===== config.mk =====
export PLATFORM = sky130hd
export DESIGN_NAME = sync_fifo_stream_adapter
export DESIGN_NICKNAME = d
export VERILOG_FILES = /design/src/rtl/sync_fifo_stream_adapter.sv
export SDC_FILE = /design/constraint.sdc
export NUM_CORES = 1
export LEC_CHECK = 0
export ABC_AREA = 1
export CORE_ASPECT_RATIO = 1.1
export CORE_MARGIN = 2
export CORE_UTILIZATION = 30
export CTS_CLUSTER_SIZE = 12
export DETAILED_ROUTE_END_ITERATION = 10
export PLACE_DENSITY_LB_ADDON = 0.12
export SLEW_MARGIN = 15
export SYNTH_ARGS = -nofsm -noshare
export SYNTH_HDL_FRONTEND = slang
export SYNTH_SLANG_ARGS = --single-unit

===== constraint.sdc =====
create_clock -name clk -period 3.1 [get_ports clk]
set_clock_uncertainty 0.05 [all_clocks]
set_input_delay 0.465 -clock clk [delete_from_list [all_inputs] [get_ports clk]]
set_output_delay 0.465 -clock clk [all_outputs]
set_load 0.02 [all_outputs]

===== src/rtl/sync_fifo_stream_adapter.sv =====
// rtl/sync_fifo_stream_adapter.sv - FWFT valid/ready stream stage behind a fixed-latency sync FIFO read port.
// Optional occupancy port enabled by macro FIFO_STREAM_OCC_EN.
module sync_fifo_stream_adapter #(
    parameter int DW        = 18,
    parameter int RD_LAT    = 2,
    parameter int BUF_DEPTH = 4
) (
    input  logic          clk,
    input  logic          rst_n,
    input  logic          fifo_empty,
    output logic          fifo_ren,
    input  logic          fifo_dout_valid,
    input  logic [DW-1:0] fifo_dout,
    output logic          m_valid,
    input  logic          m_ready,
    output logic [DW-1:0] m_data,
    output logic          err_unexp
`ifdef FIFO_STREAM_OCC_EN
    ,
    output logic [$clog2(BUF_DEPTH):0] occ
`endif
);

    localparam int AW = $clog2(BUF_DEPTH);
    localparam int CW = AW + 1;
    // At most one read issues per cycle and each lands RD_LAT cycles later.
    localparam int IW = $clog2(RD_LAT + 1);

    logic [DW-1:0] mem [BUF_DEPTH];
    logic [AW-1:0] rd_ptr, wr_ptr, rd_ptr_n;
    logic [CW-1:0] count, count_n, credit;
    logic [IW-1:0] inflight, inflight_n;
    logic [DW-1:0] head;
    logic          pop, push, full, push_acc;

    assign pop      = m_valid & m_ready;
    assign push     = fifo_dout_valid;
    assign full     = (count == CW'(BUF_DEPTH));
    assign push_acc = push & ~full;
    assign credit   = count + CW'(inflight);
    assign m_valid  = (count != '0);

    // Gated by rst_n so no read escapes while the FIFO is being reset alongside us.
    assign fifo_ren = rst_n & ~fifo_empty & ((credit - CW'(pop)) < CW'(BUF_DEPTH));

    always_comb begin
        inflight_n = inflight;
        if (fifo_ren && !push) begin
            inflight_n = inflight + IW'(1);
        end else if (!fifo_ren && push && inflight != '0) begin
            inflight_n = inflight - IW'(1);
        end
    end

    always_comb begin
        count_n  = count + CW'(push_acc) - CW'(pop);
        rd_ptr_n = rd_ptr + AW'(pop);
        // Next head word is the incoming one only when the buffer is empty after the pop.
        if (push_acc && (wr_ptr == rd_ptr_n)) begin
            head = fifo_dout;
        end else begin
            head = mem[rd_ptr_n];
        end
    end

    always_ff @(posedge clk) begin
        if (push_acc) begin
            mem[wr_ptr] <= fifo_dout;
        end
    end

    always_ff @(posedge clk or negedge rst_n) begin
        if (!rst_n) begin
            rd_ptr    <= '0;
            wr_ptr    <= '0;
            count     <= '0;
            inflight  <= '0;
            m_data    <= '0;
            err_unexp <= 1'b0;
        end else begin
            count    <= count_n;
            inflight <= inflight_n;
            rd_ptr   <= rd_ptr_n;
            if (push_acc) begin
                wr_ptr <= wr_ptr + AW'(1);
            end
            if (count_n != '0) begin
                m_data <= head;
            end
            if (push && (inflight == '0 || full)) begin
                err_unexp <= 1'b1;
            end
        end
    end

`ifdef FIFO_STREAM_OCC_EN
    always_ff @(posedge clk or negedge rst_n) begin
        if (!rst_n) begin
            occ <= '0;
        end else begin
            occ <= credit;
        end
    end
`endif

endmodule


# [Word-level counts from Yosys, hierarchy flattened]
# Memories as Yosys holds them, arrays and structs flattened. A register that Yosys moved wholly into a read port is not among the register bits.
# Index checks and enable logic that the tools add are counted.
# Widths: inputs -> output; s select.
[totals] ram_bits=72 out_inout_bits=21 word_cells=39 ff_bits=10 mem_count=1 inputBits=23
[mem_list] name="mem" depth=4 width=18 rd=1 rd_ports_with_merged_regs=1 write_ports=1 line_no="29" rtl="logic [DW-1:0] mem [BUF_DEPTH];"
[op_classes] addsub=8 mux=4 n_reduce_logical=13 order_cmp=1 n_bitwise=6 eq_ne=1
[op_table] cell="$reduce_bool 3->1" count=2
[op_table] cell="$sub 3x1->3" count=2
[op_table] cell="$add 2x1->2 const B" count=2
[op_table] cell="$and 1x1->1" count=4
[op_table] cell="$logic_and 1x1->1" count=4
[op_table] cell="$mux 2" count=2
[op_table] cell="$reduce_bool 2->1" count=2
[op_table] cell="$add 3x1->3" count=1
[op_table] cell="$add 3x2->3" count=1
[op_table] cell="$eq 3x3->1 const B" count=1
[op_table] cell="$logic_not 1->1" count=3
[op_table] cell="$lt 3x3->1 const B" count=1
[op_table] cell="$add 2x1->2" count=1
[op_table] cell="$logic_not 2->1" count=1
[op_table] cell="$mux 1" count=2
[op_table] cell="$not 1->1" count=2
[op_table] cell="$sub 2x1->2 const B" count=1
[op_table] cell="$logic_or 1x1->1" count=1

# [Logic depth before layout (Yosys ltp)]
# Gate-level depths: netlist of the first run.
[depth] word_depth=10 depth_mapped=16 depth_no_buf=16

# [Worst setup path before layout of the first run]
# Ideal clock, no wire load.
[synth_path] path_type="register -> register" startpoint="register count[0]" endpoint="register m_data[0] (read register of mem)" setup_ns=0.118 path_buffers=2 t_required_ns=2.932 stages_incl_launch_ff=16 arrival_ns=2.580 synth_period_minus_slack_ns=2.748 slack_ns=0.352 path_cell_list="dfrtp_1 -> nor2_1 -> nand2_1 -> nand2_1 -> inv_1 -> nand2_1 -> nand2_1 -> ha_1 -> fa_1 -> xnor2_1 -> xor2_1 -> or3_1 -> buf_6 -> buf_6 -> nand3b_2 -> o21ai_2"
[synth_via] elab_cells_between_ends=9 cone_classes="add/sub: 3; eq/ne: 1; bitwise: 3; reduce/logical: 2"
[synth_lines] item="start, declared" line_no="31" rtl="logic [CW-1:0] count, count_n, credit;"
[synth_lines] item="start signal, assigned" line_no="81" rtl="count <= count_n;"
[synth_lines] item="$reduce_bool 3->1" line_no="41" rtl="assign m_valid = (count != '0);"
[synth_lines] item="via m_valid" line_no="14" rtl="output logic m_valid,"
[synth_lines] item="$and 1x1->1" line_no="36" rtl="assign pop = m_valid & m_ready;"
[synth_lines] item="$sub 3x1->3" line_no="56" rtl="count_n = count + CW'(push_acc) - CW'(pop);"
[synth_lines] item="via count_n[2]" line_no="31"
[synth_lines] item="$reduce_bool 3->1" line_no="87" rtl="if (count_n != '0) begin"
[synth_lines] item="end, declared" line_no="16" rtl="output logic [DW-1:0] m_data,"
# The timed path passes the listed nets, and every way through them passes these cells.
# A chain may end at the register's enable or synchronous reset.

# [Worst setup path after layout of the first run]
[layout_path] startpoint="register count[1]" endpoint="register m_data[9] (read register of mem)"
[layout_via] elab_chain_len=6 elab_cells_between_ends=9 cone_classes="add/sub: 3; eq/ne: 1; bitwise: 3; reduce/logical: 2"
[layout_lines] item="$eq 3x3->1" line_no="38" rtl="assign full = (count == CW'(BUF_DEPTH));"
[layout_lines] item="$not 1->1" line_no="39" rtl="assign push_acc = push & ~full;"
[layout_lines] item="$and 1x1->1" line_no="39"
[layout_lines] item="$add 3x1->3" line_no="56"
[layout_lines] item="$sub 3x1->3 *" line_no="56"
[layout_lines] item="via count_n[2]" line_no="31"
[layout_lines] item="$reduce_bool 3->1 *" line_no="87"
# Mark *: on every way through the listed nets, which the timed path passes. The rest lies on a longest branch.

==> summary.txt, run 1 <==
Finish
  • Area Overhead vs Synth: 23.5%
  • Commonest non-fill, non-tap cells in the layout: edfxtp_1, nand2_1, clkdlybuf4s50_1, inv_1, dfrtp_1
  • Finished Core Util: 0.382
  • Finished Layout Cells: just over 600
  • Layout cells sized above 1: 0.211
  • Layout Nets: 444
  • Storage cell area: around 2900 um2
  • Fin area: 5540 um2
  • Antenna cells: 0
  • Multi-input logic area: 1410 um2
  • Commonest non-fill, non-tap cell in the layout: edfxtp_1
  • FILL cells: approximately 1400

Place
  • Dpl hpwl: 5520 um
  • Placed cell areas: 5260 um2
  • Routability cong.: 0.719
  • PortBufs: 43
  • Placed cells: 593

Run status
  • Status: complete, no violations

Worst setup path
  • CP most frequent cell: nand2_1
  • Crit. End Element: register
  • Cell Chain, Critical Path: nor2_1 > nand2_1 > nand2_1 > inv_1 > nand2_1 > nand2_1 > ha_1 > fa_1 > xnor2_1 > xor2_1 > or3_2 > buf_12 > nand3b_1 > o21ai_2
  • Worst r2r dst: m_data[9]
  • Slowest CP cell: or3_2
  • Reg2Reg Depth: 14
  • Crit Reg-Reg Startpoint: count[1]
  • Worst Setup Start Kind: register
  • Setup CP Type: reg2reg
  • WP data arrival: 3030 ps
  • Setup slack, reg-to-reg: 250 ps
  • Max stage delay on crit path: 470 ps
  • CP required: 3280 ps
  • Crit path max fanout: 26

Drt
  • WL per Instance: 14.5 um
  • DRC: 0
  • Routed wire length: 8850 um
  • Metal2 WL: 4150 um
  • Via Count: 2710
  • Met3 WL: roughly 330 um
  • Top Metal Used: met4
  • Vias per cell: 4.45
  • Starting DRT DRC Count: 119
  • DRT antenna net count: 0
  • Met1 WL: 4290 um
  • First-pass iteration count of the detailed router: 4

Yosys
  • Syn nets: 387
  • Dominant synthesized flop cell: edfxtp_1
  • Mean area per synthesized cell: 12.6 um2
  • XOR/XNOR Fraction of Synth Area: 0.0137
  • Synth area leaders: edfxtp_1, dfrtp_1, mux2_2, nand2_1, mux2i_1
  • Syn. warnings: 0
  • Gate Count Post-Synth: 355
  • Number of synthesized flops with an enable pin: 72
  • Synth Area in Compound Gates: 0.0575
  • Area leader, netlist: edfxtp_1
  • Asr flop ratio synth: 0.280
  • Post-synthesis sequential area ratio: 0.638
  • Main combinational cell family by area after synthesis: simple AND/OR/NAND/NOR gates
  • Yosys reg bits: 100
  • Mux share of post-synthesis cell area: 0.0854
  • Adder-cell share of the synthesized area: 0.0268
  • Cell variety after synth: 26
  • Synth Cell Area: 4480 um2
  • Post-synthesis simple-gate area fraction: 0.127
  • Post-synth top area share: 0.482

Pwr
  • P_leak: about 2.3 nW
  • Total design power: 6.42 mW
  • Pwr Density: between 1000 and 1500 nW/um2
  • VDD IR-drop max: about 0.43 mV

Floorplanning
  • Top Ports: 44
  • Cell Rows: 46
  • Chip height: 132 um
  • Core footprint: about 15000 um2
  • Die X: 121 um
  • Starting Density: 0.309
  • Die area: 15900 um2

Clock network
  • Clock sinks: 100
  • Root buf cell: clkbuf_16
  • CTS Buf Count: 9
  • Worst skew pair latency: 340 ps
  • CTS max path bufs: 2
  • Reg clk slew, reported paths: 70 ps
  • CTS Hold Buffers Added: 0
  • H-tree depth: 3
  • CTS tree: yes
  • # Post-CTS Setup Buffers: 0

Global route
  • Vias in the first global route: 2809
  • Initial antenna violation count: 0
  • All-Layer GR Usage: 0.120
  • Largest net degree at the start of global routing: 39
  • Grt ovf: 0
  • First-pass GRT wire length: 14800 um

STA
  • Slew Limit Fails: 0
  • Slew headroom: 0.576
  • Fin crit period: 2850 ps
  • FMAX: 0.351 GHz
  • Slew @ Worst Pin: 634 ps
  • Setup TNS: 0 ps
  • RSZ-0062 raised after global routing: false
  • Final hold violations: 0
  • Final period util: 0.919
  • Setup violators final: 0

Flow run
  • Max Cap Violations: 0

Min path
  • WHS Endpoint: err_unexp
  • Min-Delay Startpoint: err_unexp
  • Hold Crit Class: reg2reg
  • Worst Hold Depth: 1
## Yosys cell counts, types with 5 or more instances
library cell,count
nand3b_2,12
dfrtp_1,28
nand3b_1,6
inv_1,36
ha_1,8
edfxtp_1,72
nand2_1,53
nand3_1,11
buf_2,7
mux2_2,18
xor2_1,5
mux2i_1,18
nor2_1,26
o21ai_2,18
o21ai_0,18
## worst max-delay path by stage
stage / slack (ps) / cells past startpoint / from / to
final: 250 / 14 / count[1] / m_data[9]
after global routing: 20 / 14 / count[1] / fifo_ren
after CTS: 240 / 14 / count[1] / m_data[9]
after detailed placement: -1 / 12 / fifo_dout_valid / m_data[9]
after global placement: 30 / 13 / m_ready / fifo_ren
after floorplan: 350 / 15 / count[0] / m_data[0]
## cell families (layout without fill, tap and decap cells)
group	Yosys count	count (layout)
AO/OA/AOI/OAI	38	38
XOR/XNOR	7	7
adder cells (fa/ha/maj)	9	9
buffers and inverters	51	113
flip-flops	100	100
multiplexers	36	36
AND/OR/NAND/NOR	114	114
## registers in the layout, indices dropped and copies added (netlist names)
| signal | count |
|---|---|
| count | 3 |
| err_unexp | 1 |
| inflight | 2 |
| m_data | 18 |
| mem | 72 |
| rd_ptr | 2 |
| wr_ptr | 2 |
## layer usage
metal / vias up / GRT usage
met2: 41 / 0.185
li1: 1332 / -
met5: - / 0
met1: 1329 / 0.165
met4: 0 / 0.0407
met3: 8 / 0.0303
## cell type report
cell class | instances | share of cell area
well taps | 192 | 0.0434
clock inverters | 4 | 0.00881
repair buffers | 60 | 0.110
flip-flops and latches | 100 | 0.517
inverters | 37 | 0.0251
clock buffers | 12 | 0.0427
multi-input cells | 204 | 0.254
## through the flow
step | worst slack (ps) | hold WS, ps
after floorplan | 352 | 119
after global placement | 32.3 | 406
after detailed placement | -1.20 | 407
after CTS | 243 | 422
after global routing | 17.4 | 433
final | 251 | 417
## timing repair
item                                    4_1_cts  5_1_grt
cloned                                        0        0
resized for setup                             1        1
endpoints found under the setup margin        1        1
## report_power, final
part / leakage [nW] / internal, mW / switching (mW) / total, mW
registers: 0.981 / 1.86 / 0.159 / 2.02
logic: 1.15 / 1.45 / 1.85 / 3.30
clock network: 0.141 / 0.627 / 0.474 / 1.10
total: 2.27 / 3.94 / 2.49 / 6.42
## worst max-delay path: cells and delay by family (launching register included)
kind | cells | cell delay (ps)
flops | 1 | 410
fa+ha+maj | 2 | 560
simple gates | 7 | 1090
buf+inv | 2 | 260
xor+xnor | 2 | 290
compound gates | 1 | 60
Note: power is estimated with default switching activity, not from simulation.
==> run 2, diff against run 1 <==
==> constraint.sdc (replaced) <==
create_clock -name clk -period 2.31 [get_ports clk]
set_clock_uncertainty 0.05 [all_clocks]
set_input_delay 0.3465 -clock clk [delete_from_list [all_inputs] [get_ports clk]]
set_output_delay 0.3465 -clock clk [all_outputs]
set_load 0.02 [all_outputs]
==> run 2 against run 1 <==
Effect of this change:
- the flow now finishes with violations (setup timing)
- critical path depth is the same
- utilization grew 2.5 points
- sequential share of layout area shrank 3.1 points
- maximum frequency grew 11%
- setup slack lost 520 ps
- final area grew 6.4%
- critical endpoint unchanged
- highest routed layer unchanged
==> summary.txt, run 2 (synthesis gave the netlist of run 1 again) <==
Run status
  • Status: finished with violations
  • Failing checks: setup timing

Finish
  • Commonest non-fill, non-tap cells in the layout: edfxtp_1, nand2_1, clkdlybuf4s50_1, buf_4, inv_1
  • Commonest non-fill, non-tap cell in the layout: edfxtp_1
  • Fin area: 5900 um2 (+6.4%)
  • Finished Layout Cells: 634 (+4.1%)
  • FILL cells: 1414 (-1.9%)
  • Finished Core Util: 0.407 (+0.0246)
  • Antenna cells: 0 (unchanged)
  • Largest regs: mem: 72 flops, m_data: 18 flops, count: 3 flops
  • Layout cells sized above 1: 0.296 (+0.0853)
  • Largest register FFs: 72 (unchanged)
  • Layout Nets: 470 (+5.9%)
  • Largest register by flop count: mem
  • Area Overhead vs Synth: 31.5%

Clock network
  • CTS max path bufs: 2 (unchanged)
  • Root buf cell: clkbuf_16
  • Reg clk slew, reported paths: 70 ps (about the same)
  • H-tree depth: 3 (unchanged)
  • CTS tree: yes
  • Clock sinks: 100 (unchanged)
  • CTS Buf Count: 9 (unchanged)
  • CTS Hold Buffers Added: 0 (unchanged)
  • Worst skew pair latency: 340 ps (about the same)

Drt
  • First-pass iteration count of the detailed router: 5 (+1)
  • Routed wire length: 9290 um (+4.9%)
  • WL per Instance: 14.6 um (+0.78%)
  • Starting DRT DRC Count: 110 (-7.6%)
  • Vias per cell: 4.34 (-2.4%)
  • DRT antenna net count: 0 (unchanged)
  • DRC: 0 (unchanged)
  • Metal2 WL: 4450 um (+7.3%)
  • Top Metal Used: met4
  • Met1 WL: 4440 um (+3.7%)
  • Met3 WL: 301 um (-8.0%)
  • Via Count: 2753 (+1.6%)

Worst setup path
  • Crit Reg-Reg Startpoint: count[1]
  • Cell Chain, Critical Path: nor2_2 > nand2_2 > nand2_2 > inv_2 > nand2_2 > nand2_1 > ha_2 > fa_2 > xnor2_2 > xor2_1 > or3_4 > buf_12 > nand3b_1 > o21ai_2
  • Max stage delay on crit path: 390 ps (-80 ps)
  • CP required: 2490 ps (-790 ps)
  • WP data arrival: 2760 ps (-270 ps)
  • Worst setup path end: m_data[9]
  • Slowest CP cell: dfrtp_1
  • Cell class contributing the biggest share of worst-path delay: simple AND/OR/NAND/NOR gates
  • Worst r2r dst: m_data[9]
  • Number of cells on the critical path: 14 (unchanged)
  • Setup CP Type: reg2reg
  • Reg2Reg Depth: 14 (unchanged)
  • WP buf/inv: 2 (unchanged)
  • Crit path max fanout: 20 (-23%)
  • Worst setup path startpoint: count[1]
  • Setup slack, reg-to-reg: -260 ps (-520 ps)
  • CP most frequent cell: nand2_2
  • Worst Setup Start Kind: register
  • Crit. End Element: register

Min path
  • Hold Crit Class: in2async

STA
  • FMAX: 0.389 GHz (+11%)
  • Fin crit period: 2570 ps (-275 ps)
  • Final WS setup: -264 ps (-515 ps)
  • Slew @ Worst Pin: 428 ps (-207 ps)
  • Setup TNS: -4450 ps (-4450 ps)
  • Final period util: 1.11 (+0.195)
  • Slew Limit Fails: 0 (unchanged)
  • Final Hold Slack: 388 ps (-29.0 ps)
  • Final hold violations: 0 (unchanged)
  • RSZ-0062 raised after global routing: true
  • Slew headroom: 0.715 (+0.138)
  • Setup violators final: 19 (+19)

Pwr
  • VDD IR-drop max: 0.769 mV (+80%)
  • P_leak: 2.44 nW (+7.8%)
  • Total design power: 9.68 mW (+51%)
  • Pwr Density: 1640 nW/um2 (+42%)

Global route
  • All-Layer GR Usage: 0.127 (+0.00646)
  • Vias in the first global route: 2887 (+2.8%)
  • First-pass GRT wire length: 15500 um (+4.5%)
  • Grt ovf: 0 (unchanged)
  • Initial antenna violation count: 0 (unchanged)
  • Largest net degree at the start of global routing: 29 (-26%)

Floorplanning
  • Top Ports: 44 (unchanged)
  • Starting Density: 0.309 (unchanged)
  • Die X: 121 um (unchanged)
  • Cell Rows: 46 (unchanged)
  • Core footprint: 14500 um2 (unchanged)
  • Chip height: 132 um (unchanged)
  • Die area: 15900 um2 (unchanged)

Place
  • Dpl hpwl: 5990 um (+8.5%)
  • Placed cell areas: 5470 um2 (+4.1%)
  • Routability cong.: 0.740 (+2.9%)
  • PortBufs: 43 (unchanged)
  • Pre-CTS setup slack: -633 ps (-631 ps)
  • Placed cells: 615 (+3.7%)

Flow run
  • Max Cap Violations: 0 (unchanged)
run 2: worst min-delay path by stage:
stage	start	endpoint	slack, ps	cells past startpoint
2_1_floorplan	rst_n	count[0]	0.9	0
3_3_place_gp	err_unexp	err_unexp	410	1
3_5_place_dp	err_unexp	err_unexp	420	1
4_1_cts	rst_n	inflight[1]	400	2
5_1_grt	rst_n	m_data[13]	420	2
6_report	rst_n	m_data[13]	390	2
run 2: where the power goes:
part / total (mW) / leakage (nW) / switching [mW] / internal, mW
combinational: 5.42 / 1.31 / 2.78 / 2.64
sequential: 2.69 / 0.981 / 0.191 / 2.50
clock: 1.57 / 0.150 / 0.632 / 0.942
total: 9.68 / 2.44 / 3.60 / 6.08
run 2: worst reg2reg max path: cells and delay by family, from the launching register on:
kind / cells / cell delay [ps]
AND/OR/NAND/NOR: 7 / 920
adder cells (fa/ha/maj): 2 / 520
flip-flops: 1 / 390
XOR/XNOR: 2 / 290
buffers and inverters: 2 / 240
AO/OA/AOI/OAI: 1 / 60
run 2: cell type report:
class,instances,area [um2],area share
clock buffers,10,229,0.0388
well taps,192,240,0.0407
flip-flops and latches,100,2860,0.485
multi-input cells,204,1470,0.250
inverters,37,139,0.0236
clock inverters,5,77.6,0.0132
repair buffers,86,875,0.148
run 2: layer usage:
metal / GRT usage / vias up
met5: 0 / -
met4: 0.0362 / 0
met3: 0.0324 / 8
met2: 0.203 / 38
met1: 0.170 / 1326
li1: - / 1381
run 2: repair_timing:
action / in CTS / in global routing
buffers inserted: 2 / 1
cloned: 1 / 0
resized for setup: 12 / 8
pin swaps: 1 / 6
endpoints found under the setup margin: 19 / 19
==> run 3, diff against run 2 <==
==> constraint.sdc (replaced) <==
create_clock -name clk -period 2.9 [get_ports clk]
set_clock_uncertainty 0.05 [all_clocks]
set_input_delay 0.435 -clock clk [delete_from_list [all_inputs] [get_ports clk]]
set_output_delay 0.435 -clock clk [all_outputs]
set_load 0.02 [all_outputs]
==> run 3 against run 2 <==
Effect of this change:
- setup slack improved by 470 ps
- sequential share of layout area increased by 2.7 points
- critical path type unchanged
- sequential power decreased by 20%
- die area unchanged
- non-clock buffer count decreased by 23
- utilization decreased by 2.1 points
- total power decreased by 28%
- final cell count decreased by 3.5%
- global-route usage decreased by 0.78 points
- final area decreased by 5.2%
- maximum frequency decreased by 4.3%
- count of clock-buffer cells in the layout unchanged
- the flow now finishes without violations
==> summary.txt, run 3 (synthesis gave the netlist of run 1 again) <==
Run status
  • Status: complete, no violations

STA
  • Setup violators final: 0 (-19)
  • Slew headroom: 0.571 (-0.144)
  • Final hold violations: 0 (unchanged)
  • Setup TNS: 0 ps (+4450 ps)
  • FMAX: 0.372 GHz (-4.3%)
  • Final period util: 0.927 (-0.187)
  • Fin crit period: 2690 ps (+115 ps)
  • Slew Limit Fails: 0 (unchanged)
  • Slew @ Worst Pin: 643 ps (+215 ps)
  • RSZ-0062 raised after global routing: false

Clock network
  • CTS Buf Count: 9 (unchanged)
  • Reg clk slew, reported paths: 70 ps (about the same)
  • # Post-CTS Setup Buffers: 0 (-2)
  • Root buf cell: clkbuf_16
  • Worst skew pair latency: 330 ps (about the same)
  • CTS max path bufs: 2 (unchanged)
  • CTS tree: yes
  • CTS Hold Buffers Added: 0 (unchanged)
  • Clock sinks: 100 (unchanged)
  • H-tree depth: 3 (unchanged)

Drt
  • First-pass iteration count of the detailed router: 4 (-1)
  • DRC: 0 (unchanged)
  • Via Count: 2712 (-1.5%)
  • DRT antenna net count: 0 (unchanged)
  • Vias per cell: 4.43 (+2.1%)
  • Routed wire length: 8880 um (-4.3%)
  • WL per Instance: 14.5 um (-0.90%)
  • Starting DRT DRC Count: 159 (+45%)

Global route
  • Largest net degree at the start of global routing: 38 (+31%)
  • First-pass GRT wire length: 14600 um (-5.4%)
  • Grt ovf: 0 (unchanged)
  • Vias in the first global route: 2784 (-3.6%)
  • Initial antenna violation count: 0 (unchanged)
  • All-Layer GR Usage: 0.119 (-0.00779)

Floorplanning
  • Starting Density: 0.309 (unchanged)
  • Core footprint: 14500 um2 (unchanged)
  • Die area: 15900 um2 (unchanged)
  • Top Ports: 44 (unchanged)
  • Chip height: 132 um (unchanged)
  • Die X: 121 um (unchanged)
  • Cell Rows: 46 (unchanged)

Finish
  • Finished Core Util: 0.386 (-0.0210)
  • Layout cells sized above 1: 0.229 (-0.0678)
  • Antenna cells: 0 (unchanged)
  • Largest register by flop count: mem
  • Largest register FFs: 72 (unchanged)
  • Commonest non-fill, non-tap cells in the layout: edfxtp_1, nand2_1, clkdlybuf4s50_1, inv_1, dfrtp_1
  • Area Overhead vs Synth: 24.7%
  • Largest regs: mem: 72 flops, m_data: 18 flops, count: 3 flops
  • Commonest non-fill, non-tap cell in the layout: edfxtp_1
  • Finished Layout Cells: 612 (-3.5%)
  • Layout Nets: 447 (-4.9%)

Pwr
  • Pwr Density: 1240 nW/um2 (-24%)
  • P_leak: 2.29 nW (-6.4%)
  • VDD IR-drop max: 0.440 mV (-43%)

Worst setup path
  • Reg2Reg Depth: 14 (unchanged)
  • Worst setup path startpoint: count[0]
  • Setup slack, reg-to-reg: 210 ps (+470 ps)
  • Crit Reg-Reg Startpoint: count[0]
  • Worst Setup Start Kind: register
  • Crit path max fanout: 18 (-10%)
  • CP required: 3070 ps (+580 ps)
  • WP data arrival: 2860 ps (+100 ps)
  • Crit. End Element: register
  • Worst r2r dst: m_data[8]
  • Worst setup path end: m_data[8]
  • Setup CP Type: reg2reg

Flow run
  • Max Cap Violations: 0 (unchanged)

Place
  • Placed cells: 596 (-3.1%)
  • Routability cong.: 0.697 (-5.8%)
  • PortBufs: 43 (unchanged)
  • Dpl hpwl: 5640 um (-5.8%)

Min path
  • Hold Crit Class: reg2reg
-- run 3: cell types whose count changed in the layout (fill, tap and decap cells not counted), moves of 3 or more --
cell,delta
buf_4,-21
inv_1,+3
inv_2,-3
nand2_1,+4
nand2_2,-3
-- run 3: worst min path at each step --
| stage | startpoint | end | cells after the start | slack, ps |
|---|---|---|---|---|
| after CTS | err_unexp | err_unexp | 1 | 430 |
| after global routing | err_unexp | err_unexp | 1 | 460 |
| after detailed placement | err_unexp | err_unexp | 1 | 420 |
| after floorplan | rst_n | count[0] | 0 | 90 |
| final | err_unexp | err_unexp | 1 | 420 |
| after global placement | err_unexp | err_unexp | 1 | 410 |
-- run 3: cell type report --
type,count,area [um2]
clock buffer,10,229
clock inverter,6,32.5
fill,1440,8910
inverter,37,139
multi-input combinational,204,1420
sequential,100,2860
tap,192,240
timing repair buffer,63,663
-- run 3: routing by layer --
metal / wire length [um] / up-vias / track usage
li1: - / 1339 / -
met1: 4430 / 1333 / 0.160
met2: 4140 / 34 / 0.187
met3: 220 / 6 / 0.0320
met4: 92 / 0 / 0.0349
met5: 0 / - / 0
-- run 3: metrics by stage --
stage / hold slack (ps) / area, um2 / total power [mW] / setup WS [ps]
after global routing: 462 / 5590 / 7.54 / 1.10
final: 424 / 5590 / 6.95 / 211
after CTS: 432 / 5580 / 7.05 / 39.6
after detailed placement: 417 / 5320 / 5.95 / -154
after global placement: 411 / 5320 / 5.89 / -118
after floorplan: 89.4 / 4480 / 4.80 / 152
-- run 3: critical path, stage by stage, from the launching register on --
cell and delay [ps]:
dfrtp_1 410, nor2_2 150, nand2_2 90, nand2_2 70, inv_1 70, nand2_1 80
nand2_1 60, ha_1 180, fa_1 400, xnor2_2 150, xor2_1 150, or3_4 370
buf_12 180, nand3b_1 110, o21ai_2 60
-- run 3: what timing repair did --
action | CTS | global route
hold endpoints to repair | 0 | 0
pin swaps | 0 | 0
resized for setup | 1 | 9
endpoints found under the setup margin | 1 | 19
-- run 3: power breakdown --
| part | total, mW | switching, mW | internal, mW |
|---|---|---|---|
| Clock | 1.07 | 0.495 | 0.573 |
| Sequential | 2.16 | 0.165 | 1.99 |
| Combinational | 3.72 | 2.04 | 1.68 |
